### config.mk
export PLATFORM = sky130hd
export DESIGN_NAME = keypad_scanner
export DESIGN_NICKNAME = d
export VERILOG_FILES = /design/src/rtl/keypad_pkg.sv /design/src/rtl/keypad_scanner_col_sync.sv /design/src/rtl/keypad_scanner.sv
export SDC_FILE = /design/constraint.sdc
export NUM_CORES = 1
export LEC_CHECK = 0
export BUFFER_PORTS_ARGS = -buffer_cell sky130_fd_sc_hd__buf_2
export CORE_MARGIN = 2
export CORE_UTILIZATION = 40
export DETAILED_ROUTE_END_ITERATION = 6
export GPL_TIMING_DRIVEN = 0
export PLACE_DENSITY_LB_ADDON = 0.08
export SETUP_SLACK_MARGIN = 0.1
export SLEW_MARGIN = 20
export SYNTH_ARGS = -nofsm -noshare
export SYNTH_HDL_FRONTEND = slang
export SYNTH_SLANG_ARGS = --single-unit
### constraint.sdc
create_clock -name clk -period 4.35 [get_ports clk]
set_input_delay 0.2175 -clock clk [delete_from_list [all_inputs] [get_ports clk]]
set_output_delay 0.2175 -clock clk [all_outputs]
set_load 0.01 [all_outputs]
### src/rtl/keypad_pkg.sv
// Shared types and key-map decode for the 4x3 safe keypad scanner.
package keypad_pkg;

  typedef enum logic [1:0] {SCAN, PRESS_DB, HELD, REL_DB} kp_state_t;

  localparam logic [3:0] KEY_STAR = 4'd10;
  localparam logic [3:0] KEY_HASH = 4'd11;

  // Rows 0-2 are the digits 1-9; row 3 is *, 0, #.
  function automatic logic [3:0] kp_decode(input logic [3:0] row, input logic [2:0] col);
    logic [3:0] base;
    logic [3:0] code;
    base = 4'd0;
    code = 4'd0;
    case (row)
      4'b0001: base = 4'd1;
      4'b0010: base = 4'd4;
      4'b0100: base = 4'd7;
      default: base = 4'd0;
    endcase
    if (row == 4'b1000) begin
      case (col)
        3'b001:  code = KEY_STAR;
        3'b010:  code = 4'd0;
        3'b100:  code = KEY_HASH;
        default: code = 4'd0;
      endcase
    end else begin
      case (col)
        3'b001:  code = base;
        3'b010:  code = base + 4'd1;
        3'b100:  code = base + 4'd2;
        default: code = 4'd0;
      endcase
    end
    return code;
  endfunction

endpackage

### src/rtl/keypad_scanner_col_sync.sv
// Two-flop synchronizer for the asynchronous keypad column inputs,
// cleared together with the rest of the scanner.
module col_sync #(
  parameter int W = 3
) (
  input  logic         clk,
  input  logic         init,
  input  logic [W-1:0] din,
  output logic [W-1:0] dout
);

  logic [W-1:0] meta;

  always_ff @(posedge clk) begin
    if (init) begin
      meta <= '0;
      dout <= '0;
    end else begin
      meta <= din;
      dout <= meta;
    end
  end

endmodule

### src/rtl/keypad_scanner.sv
// Lock-on-press row scanner: dwells on each row, debounces a single-column
// press into one key_valid pulse, then waits for a debounced release.
module keypad_scanner
  import keypad_pkg::*;
#(
  parameter int SCAN_DIV     = 1000000,
  parameter int DEBOUNCE_CNT = 200000
) (
  input  logic       clk,
  input  logic       init,
  input  logic [2:0] col,
  output logic [3:0] row,
  output logic       key_valid,
  output logic [3:0] key_code,
  output logic       key_held
);

  localparam int DW  = $clog2(SCAN_DIV);
  localparam int DBW = $clog2(DEBOUNCE_CNT + 1);
  localparam logic [DW-1:0]  DWELL_LAST = DW'(SCAN_DIV - 1);
  localparam logic [DBW-1:0] DB_LAST    = DBW'(DEBOUNCE_CNT - 1);
  localparam logic [DBW-1:0] DB_MAX     = DBW'(DEBOUNCE_CNT);

  kp_state_t      state;
  logic [DW-1:0]  dwell;
  logic [DBW-1:0] db;
  logic [DBW-1:0] db_inc;
  logic [2:0]     col_s;
  logic [2:0]     cap;
  logic [3:0]     row_rot;
  logic           col_one_hot;

  col_sync #(.W(3)) u_col_sync (
    .clk  (clk),
    .init (init),
    .din  (col),
    .dout (col_s)
  );

  always_comb begin
    row_rot     = {row[2:0], row[3]};
    col_one_hot = (col_s != 3'b000) && ((col_s & (col_s - 3'd1)) == 3'b000);
    db_inc      = (db == DB_MAX) ? db : db + 1'b1;
  end

  always_ff @(posedge clk) begin
    if (init) begin
      state     <= SCAN;
      dwell     <= '0;
      db        <= '0;
      cap       <= 3'b000;
      row       <= 4'b0001;
      key_valid <= 1'b0;
      key_code  <= 4'd0;
      key_held  <= 1'b0;
    end else begin
      key_valid <= 1'b0;
      case (state)
        SCAN: begin
          if (dwell != DWELL_LAST) begin
            dwell <= dwell + 1'b1;
          end else if (col_one_hot) begin
            // Row stays locked so the captured column decodes against it.
            cap   <= col_s;
            db    <= '0;
            dwell <= '0;
            state <= PRESS_DB;
          end else begin
            row   <= row_rot;
            dwell <= '0;
          end
        end
        PRESS_DB: begin
          if (col_s != cap) begin
            row   <= row_rot;
            dwell <= '0;
            state <= SCAN;
          end else if (db == DB_LAST) begin
            db        <= DB_MAX;
            key_valid <= 1'b1;
            key_code  <= kp_decode(row, cap);
            key_held  <= 1'b1;
            state     <= HELD;
          end else begin
            db <= db_inc;
          end
        end
        HELD: begin
          if (col_s == 3'b000) begin
            db    <= '0;
            state <= REL_DB;
          end
        end
        REL_DB: begin
          if (col_s != 3'b000) begin
            state <= HELD;
          end else if (db == DB_LAST) begin
            db       <= DB_MAX;
            key_held <= 1'b0;
            row      <= row_rot;
            dwell    <= '0;
            state    <= SCAN;
          end else begin
            db <= db_inc;
          end
        end
        default: state <= SCAN;
      endcase
    end
  end

endmodule

# After elaboration in Yosys (flattened, before gate mapping)
# Cells that the tools add are included.
# classes
eq_ne,25
n_addsub,5
bitwise_logic,4
reduce_logical,15
n_mux,41
# op_table
operator,count
18-bit two-way mux,7
20-bit two-way mux,4
18-bit one-hot mux with 4 select lines,1
20-bit one-hot mux with 3 select lines,1
4-bit two-way mux,10
18-bit equality test (second input constant),2
4-bit one-hot mux with 3 select lines,2
20-bit by 1-bit adder with 20-bit output (second input constant),1
20-bit inequality test (second input constant),1
18-bit by 1-bit adder with 18-bit output (second input constant),1
2-bit inequality test (second input constant),9
5-bit AND reduction,3
2-bit two-way mux,7
3-bit one-hot mux with 3 select lines,1
2-bit one-hot mux with 4 select lines,1
4-bit one-hot mux with 2 select lines,1
3-bit logical NOT,2
3-bit inequality test (second input constant),2
3-bit AND reduction,2
6-bit AND reduction,1
3-bit nonzero test,2
1-bit two-way mux,5
4-bit by 1-bit adder with 4-bit output (second input constant),1
4-bit by 2-bit adder with 4-bit output (second input constant),1
19 further kinds,22
# word_totals
input_bits,5
output_inout_bits,10
wordCells,100
regBits,59

# Longest topological paths before layout
# Gate-level depths: netlist (run 1).
# logic_depth
word_depth,9
mapped_depth,9

# Cells and area by module
# From an unflattened synthesis (run 1), not the netlist that was laid out.
# hier_totals
cells_unflattened,412
area_unflattened_um2,3472.1
# modules_own_cells
module,area_per_inst_um2,seq_area_each_um2,instances,cells_each
keypad_scanner,3314.4,1061.0,1,400
col_sync,157.7,120.1,1,12

# Least setup slack after synthesis (run 1)
# Ideal clock, no wire load.
# synth_path
path_kind,reg2reg
from,register dwell[0]
to,register db[12]
arrival_time_ps,1883
path_slack_ps,2338
setup_ps,130
stages_incl_launch_ff,9
path_buffers,2
period_less_slack_ps,2012
t_required_ps,4220
path_cell_list,dfxtp_1 ha_1 and4_1 buf_4 nand4_1 o31ai_4 a21o_1 buf_4 a31oi_1
# synth_via
elab_chain_len,3
# synth_rtl
element,line,source
from (decl),keypad_scanner.sv:25,logic [DW-1:0] dwell;
from (signal assigned),keypad_scanner.sv:61,dwell <= dwell + 1'b1;
20-bit inequality test,keypad_scanner.sv:60,if (dwell != DWELL_LAST) begin
2-bit inequality test (no source line),n/a,
5-bit AND reduction (no source line),n/a,
to (signal assigned),keypad_scanner.sv:85,db <= db_inc;
to (signal assigned),keypad_scanner.sv:104,db <= db_inc;
to (decl),keypad_scanner.sv:26,logic [DBW-1:0] db;
# No other way between the ends.
# A chain may end at the register's enable or synchronous reset.

# Final worst setup path (run 1)
# layout_path
from,register dwell[0]
to,register db[15]
# The elaborated chain is that of the path after synthesis.

==> flow_summary.yaml, run 1 <==
detailed_routing:
  ant_nets: 0
  dr.first_iter.drc_count: 153
  vias: 3231
  wl_um: 8730
  drt-vias-per-instance: 5.93
  dr.pass1.iters: 4
  drc: 0
  routedWlPerCell_um: 16.0
sta:
  slew_viol_final: 0
  hold_viol: 0
  fin_crit_sh_pct: 57.4
  worst_pin_slew_ns: 0.683
  setup_slack_ns: 1.85
  rsz0062_at_grt: "no"
  timing.fmax_mhz: 401
  slew-limit-headroom_pct: 54.1
  fin_skew_ns: 0.0113
  setup_violations: 0
  min_period_ns: 2.50
  hold_ws_ns: 0.0964
  setup_tns_ns: 0
clock_network:
  cts-resized-gates: 0
  cts_root_buf: "clkbuf_8"
  cts_hold_buf: 0
  cts_tree: "yes"
  insertion_delay_ns: 0.33
  cts_sinks: 59
  clkSlewWorstSetupHoldPaths_ns: 0.07
  h-tree-depth: 3
  postCtsSetupBuffers: 0
  cts_buffers: 9
  clk_path_buf_depth: 2
global_routing:
  grt_antenna_before_repair: 0
  overflow: 0
  grtUsageTotal_pct: 20.4
  grt_pass1_wl_um: 14400
  grt_pass1_vias: 2926
  grt_max_degree: 11
synthesis:
  synthAdderAreaFrac_pct: 1.12
  synth_top_family_by_area: "simple AND/OR/NAND/NOR gates"
  synth_fp_nets: 418
  synth_xor_area_share_pct: 1.82
  yosys.area_share.simple_pct: 28.9
  synth_flop_cell: "dfxtp_1"
  syn_area_um2: 3360
  synth-seq-area-share_pct: 35.2
  yosys_warnings: 0
  synth_compound_area_share_pct: 24.6
  async_reset_ff_share_pct: 0
  synthMuxAreaShare_pct: 2.68
  avgSynthCellArea_um2: 8.19
  synth_cell_types: 56
  synth_edf_count: 0
  synth-seq-cells: 59
  syn_inst: 410
floorplanning:
  die_w_um: 95.6
  rows: 33
  initial_utilization_pct: 41.1
  core_um2: 8180
  die_h_um: 95.6
  ios: 15
  die_area_um2: 9150
placement:
  pre_cts_ws_ns: 1.89
  port_buffers: 14
  gp_congestion: 0.825
  dp_hpwl_um: 6050
  dp.cells: 529
worst_setup_path:
  critPathKind: "register to register"
  required_ns: 4.55
  path_cells: "ha_1 -> and4_1 -> buf_4 -> nand4_1 -> o31ai_4 -> a21o_1 -> buf_4 -> a31oi_1"
  slowest_delay_ns: 0.45
  cp_top_family: "compound AO/OA/AOI/OAI gates"
  cp-end-kind: "register"
  reg2reg_depth: 8
  worstPathArrival_ns: 2.70
  slowest_stage: "o31ai_4"
  timing.rr.start: "dwell[0]"
  worstSetupStartpointType: "register"
  regToRegSetupSlack_ns: 1.85
  critPathMaxFanout: 10
  rr_endpoint: "db[15]"
  cp_common_cell: "buf_4"
  path_buf_inv: 2
layout:
  drive_gt1_share_pct: 11.1
  finish.utilization_pct: 45.9
  stdcell_count: 545
  area_growth_pct: 11.8
  num_antenna_cells: 0
  nNetsFinal: 443
pwr:
  vdd_ir_drop_max_uv: 143
  p_per_area_nw_per_um2: 288
  p_leak_nw: 1.27
outcome:
  status: "complete, no violations"
hold_path:
  min_path_cells: 2
  holdPathEnd: "u_col_sync.meta[2]"
  hold_class: "input port to register"
  min-delay-start: "col[2]"
job:
  cap_violations: 0
[layout make-up]
type,instances,area (um2)
plain buffers,30,141
clock buffers,11,141
fillers,829,4420
repair buffers,14,70.1
multi-input cells,307,1980
clock inverters,5,52.6
flip-flops and latches,59,1180
inverters,14,52.6
well taps,105,131
[cell usage in the layout, fill, tap and decap left out, types with 7 or more instances in the layout]
cell and count:
buf_2 19, a311oi_1 10, nand2b_1 18, a21oi_1 19, and3_1 12, nand3_1 17
nor2_1 24, clkbuf_8 10, mux2i_1 9, dfxtp_1 59, nor3_1 12, and4_1 9
inv_1 14, nand4_1 10, clkbuf_1 21, a31oi_1 34, a41oi_1 7, o21ai_0 25
nand2_1 26, nor2b_1 10
[state kept, by name, summed over array words and instances, names as in the netlist]
name,count
db,18
u_col_sync.meta,3
dwell,20
u_col_sync.dout,3
key_valid,1
key_held,1
key_code,4
row,4
state,2
cap,3
[Yosys cell counts (5+ instances only)]
| cell | count | area share, % |
|---|---|---|
| nor2b_1 | 10 | 1.9 |
| nor3_1 | 12 | 1.8 |
| clkbuf_1 | 20 | 2.2 |
| buf_2 | 5 | 0.74 |
| nand4_1 | 10 | 1.9 |
| a311oi_1 | 10 | 2.6 |
| a31oi_1 | 34 | 6.3 |
| nand2_1 | 26 | 2.9 |
| nor2_1 | 24 | 2.7 |
| a21oi_1 | 19 | 2.8 |
| mux2i_1 | 9 | 2.7 |
| nand2b_1 | 18 | 3.4 |
| o21ai_0 | 25 | 3.7 |
| a41oi_1 | 7 | 1.8 |
| dfxtp_1 | 59 | 35 |
| and3_1 | 12 | 2.2 |
| inv_1 | 14 | 1.6 |
| and4_1 | 9 | 2.3 |
| nand3_1 | 17 | 2.5 |
[power by group]
group / leakage (nW) / switching [mW] / internal [mW] / total, mW
clock: 0.0991 / 0.225 / 0.278 / 0.502
sequential: 0.477 / 0.00505 / 0.545 / 0.550
combinational: 0.695 / 0.0187 / 0.0106 / 0.0292
[kinds of logic (layout without fill, tap and decap cells)]
group	Yosys count	in the layout
and+or+nand+nor	167	167
adders and majority gates	3	3
DFF	59	59
buffers and inverters	44	74
xor gates and xnor gates	7	7
AOI/OAI and AO/OA	121	121
muxes	9	9
[through the flow]
step / power, mW / instance area [um2]
after detailed placement: 0.592 / 3560
after global routing: 1.13 / 3750
after floorplan: 0.581 / 3360
after CTS: 1.10 / 3750
after global placement: 0.591 / 3560
final: 1.08 / 3750
[how the worst max path moves through the flow]
| stage | startpoint | cells after the start | end | slack, ns |
|---|---|---|---|---|
| after detailed placement | dwell[0] | 8 | db[10] | 1.89 |
| after global routing | dwell[1] | 8 | db[12] | 1.68 |
| after CTS | dwell[1] | 8 | db[15] | 1.86 |
| after global placement | dwell[0] | 8 | db[12] | 1.87 |
| after floorplan | dwell[0] | 8 | db[12] | 2.34 |
| final | dwell[0] | 8 | db[15] | 1.85 |
[metal layers]
metal	up-vias	part of all wire [%]	GRT usage, %
met5	-	0	0
met4	0	0.77	6.43
met3	4	3.5	3.48
met2	60	47	31.9
met1	1566	49	28.5
li1	1601	-	-
Note: power is estimated with default switching activity, not from simulation.
==> run 2: changes to the inputs <==
==> constraint.sdc (replaced) <==
create_clock -name clk -period 2.5 [get_ports clk]
set_input_delay 0.125 -clock clk [delete_from_list [all_inputs] [get_ports clk]]
set_output_delay 0.125 -clock clk [all_outputs]
set_load 0.01 [all_outputs]
==> run 2 against run 1 <==
  * Setup slack worse by 1.6 ns
  * Count of clock-buffer cells in the layout unchanged
  * Register-to-register slack worse by 1.6 ns
  * Largest cell class unchanged
==> flow_summary.yaml, run 2 (synthesis gave the netlist of run 1 again) <==
detailed_routing:
  drc: 0
  dr.first_iter.drc_count: 147
  drt-vias-per-instance: 5.85
  vias: 3225
  dr.pass1.iters: 5
  routedWlPerCell_um: 16.0
  ant_nets: 0
  wl_um: 8800
worst_setup_path:
  path_cells: "ha_1 -> and4_1 -> buf_4 -> and4_1 -> buf_2 -> a21oi_4 -> buf_12 -> or3b_1 -> a31oi_1"
  critPathKind: "register to register"
  reg2reg_depth: 9
  slowest_stage: "dfxtp_1"
  critPathMaxFanout: 8
  cp-end-kind: "register"
  regToRegSetupSlack_ns: 0.22
  slowest_delay_ns: 0.35
  cp_common_cell: "and4_1"
  cp.depth: 9
  path_buf_inv: 3
  cp_top_family: "simple AND/OR/NAND/NOR gates"
  worstSetupStartpointType: "register"
  required_ns: 2.76
  worstPathArrival_ns: 2.53
global_routing:
  grt_max_degree: 11
  grtUsageTotal_pct: 20.4
  grt_antenna_before_repair: 0
  grt_pass1_wl_um: 14500
  overflow: 0
  grt_pass1_vias: 2965
clock_network:
  cts_root_buf: "clkbuf_8"
  cts_buffers: 9
  h-tree-depth: 3
  cts_tree: "yes"
  insertion_delay_ns: 0.34
  clk_path_buf_depth: 2
  clkSlewWorstSetupHoldPaths_ns: 0.07
  cts_sinks: 59
floorplanning:
  ios: 15
  die_w_um: 95.6
  die_area_um2: 9150
  initial_utilization_pct: 41.1
  die_h_um: 95.6
  core_um2: 8180
  rows: 33
layout:
  layout_commonest_cell: "dfxtp_1"
  num_antenna_cells: 0
  largest_reg_flops: 20
  reg.largest.list: "dwell (20), db (18)"
  finalInstanceArea_um2: 3830
  drive_gt1_share_pct: 12.1
  stdcell_count: 551
  final_cell_mix: "59 x dfxtp_1, 34 x a31oi_1, 26 x nand2_1"
  nNetsFinal: 449
  largest_register: "dwell"
  area_growth_pct: 14.1
sta:
  setup_tns_ns: 0
  worst_pin_slew_ns: 0.650
  fin_crit_sh_pct: 91.0
  slew-limit-headroom_pct: 56.4
  setup_violations: 0
  hold_viol: 0
  timing.fmax_mhz: 439
  slew_viol_final: 0
  fin_skew_ns: 0.0118
  rsz0062_at_grt: "no"
  min_period_ns: 2.28
placement:
  gp_congestion: 0.825
  dp.cells: 529
  port_buffers: 14
  dp_hpwl_um: 6050
  dpl_cell_area_um2: 3560
job:
  cap_violations: 0
pwr:
  switching_power_mw: 0.436
  p_leak_nw: 1.31
  p_sw_share_pct: 23.1
  seq_power_share_pct: 50.6
  p_per_area_nw_per_um2: 493
  p_comb_share_pct: 2.9
  intPower_mw: 1.45
  p_clk_share_pct: 46.4
  vdd_ir_drop_max_uv: 250
hold_path:
  min_path_cells: 4
  hold_class: "input port to register"
outcome:
  status: "complete, no violations"
-- run 2: changes by cell type in the layout (fill, tap and decap cells not counted) --
cell,delta
a21o_1,-1
buf_12,+1
a21oi_1,-1
buf_4,+2
a21oi_2,+1
a21o_4,+1
buf_2,-1
dlygate4sd3_1,+3
clkbuf_4,+1
-- run 2: power by group through the flow --
stage	clock network (mW)	registers, mW	logic [mW]
after floorplan	0	0.976	0.0348
after global placement	0	0.978	0.0508
after detailed placement	0	0.979	0.0515
after CTS	0.901	0.957	0.0552
after global routing	0.943	0.958	0.0619
final	0.877	0.957	0.0554
-- run 2: area by class of cell --
type | count | area, um2
timing repair buffer | 20 | 135
tap | 105 | 131
clock buffer | 11 | 141
clock inverter | 5 | 52.6
buffer | 30 | 144
inverter | 14 | 52.6
fill | 822 | 4340
multi-input combinational | 307 | 2000
sequential | 59 | 1180
-- run 2: per-layer routing --
layer	up-vias	GRT usage [%]	part of all wire [%]
li1	1617	-	-
met1	1543	28.4	48
met2	55	32.3	47
met3	10	3.48	3.8
met4	0	6.43	1.4
met5	-	0	0
-- run 2: tightest hold or removal path, cell delays in order --
cell,delay (ns)
buf_2,0.13
nor2b_1,0.07
nand2b_1,0.07
a31oi_1,0.08
-- run 2: metrics by stage --
step	setup slack (ns)	utilization, %	total power [mW]	hold slack (ns)
floorplan	0.488	-	1.01	0.253
global placement	0.0221	43.6	1.03	0.334
detailed placement	0.0390	43.6	1.03	0.340
CTS	0.144	46.3	1.91	0.164
global route	0.104	46.9	1.96	0.202
finish	0.224	46.9	1.89	0.191
-- run 2: path summary, 6_finish.rpt --
kind,start,endpoint
worst max-delay path,dwell[0],dwell[9]
worst min-delay path,init,db[17]
worst min register to register,u_col_sync.meta[0],u_col_sync.dout[0]
worst max register to register,dwell[0],dwell[9]
-- run 2: timing repair --
action                                  in CTS  in global routing
endpoints found under the setup margin      10                 15
hold buffers                                 3                  0
pin swaps                                    1                  2
setup buffers                                0                  3
cloned                                       0                  0
hold endpoints to repair                     3                  0
gates resized for setup                      1                  3
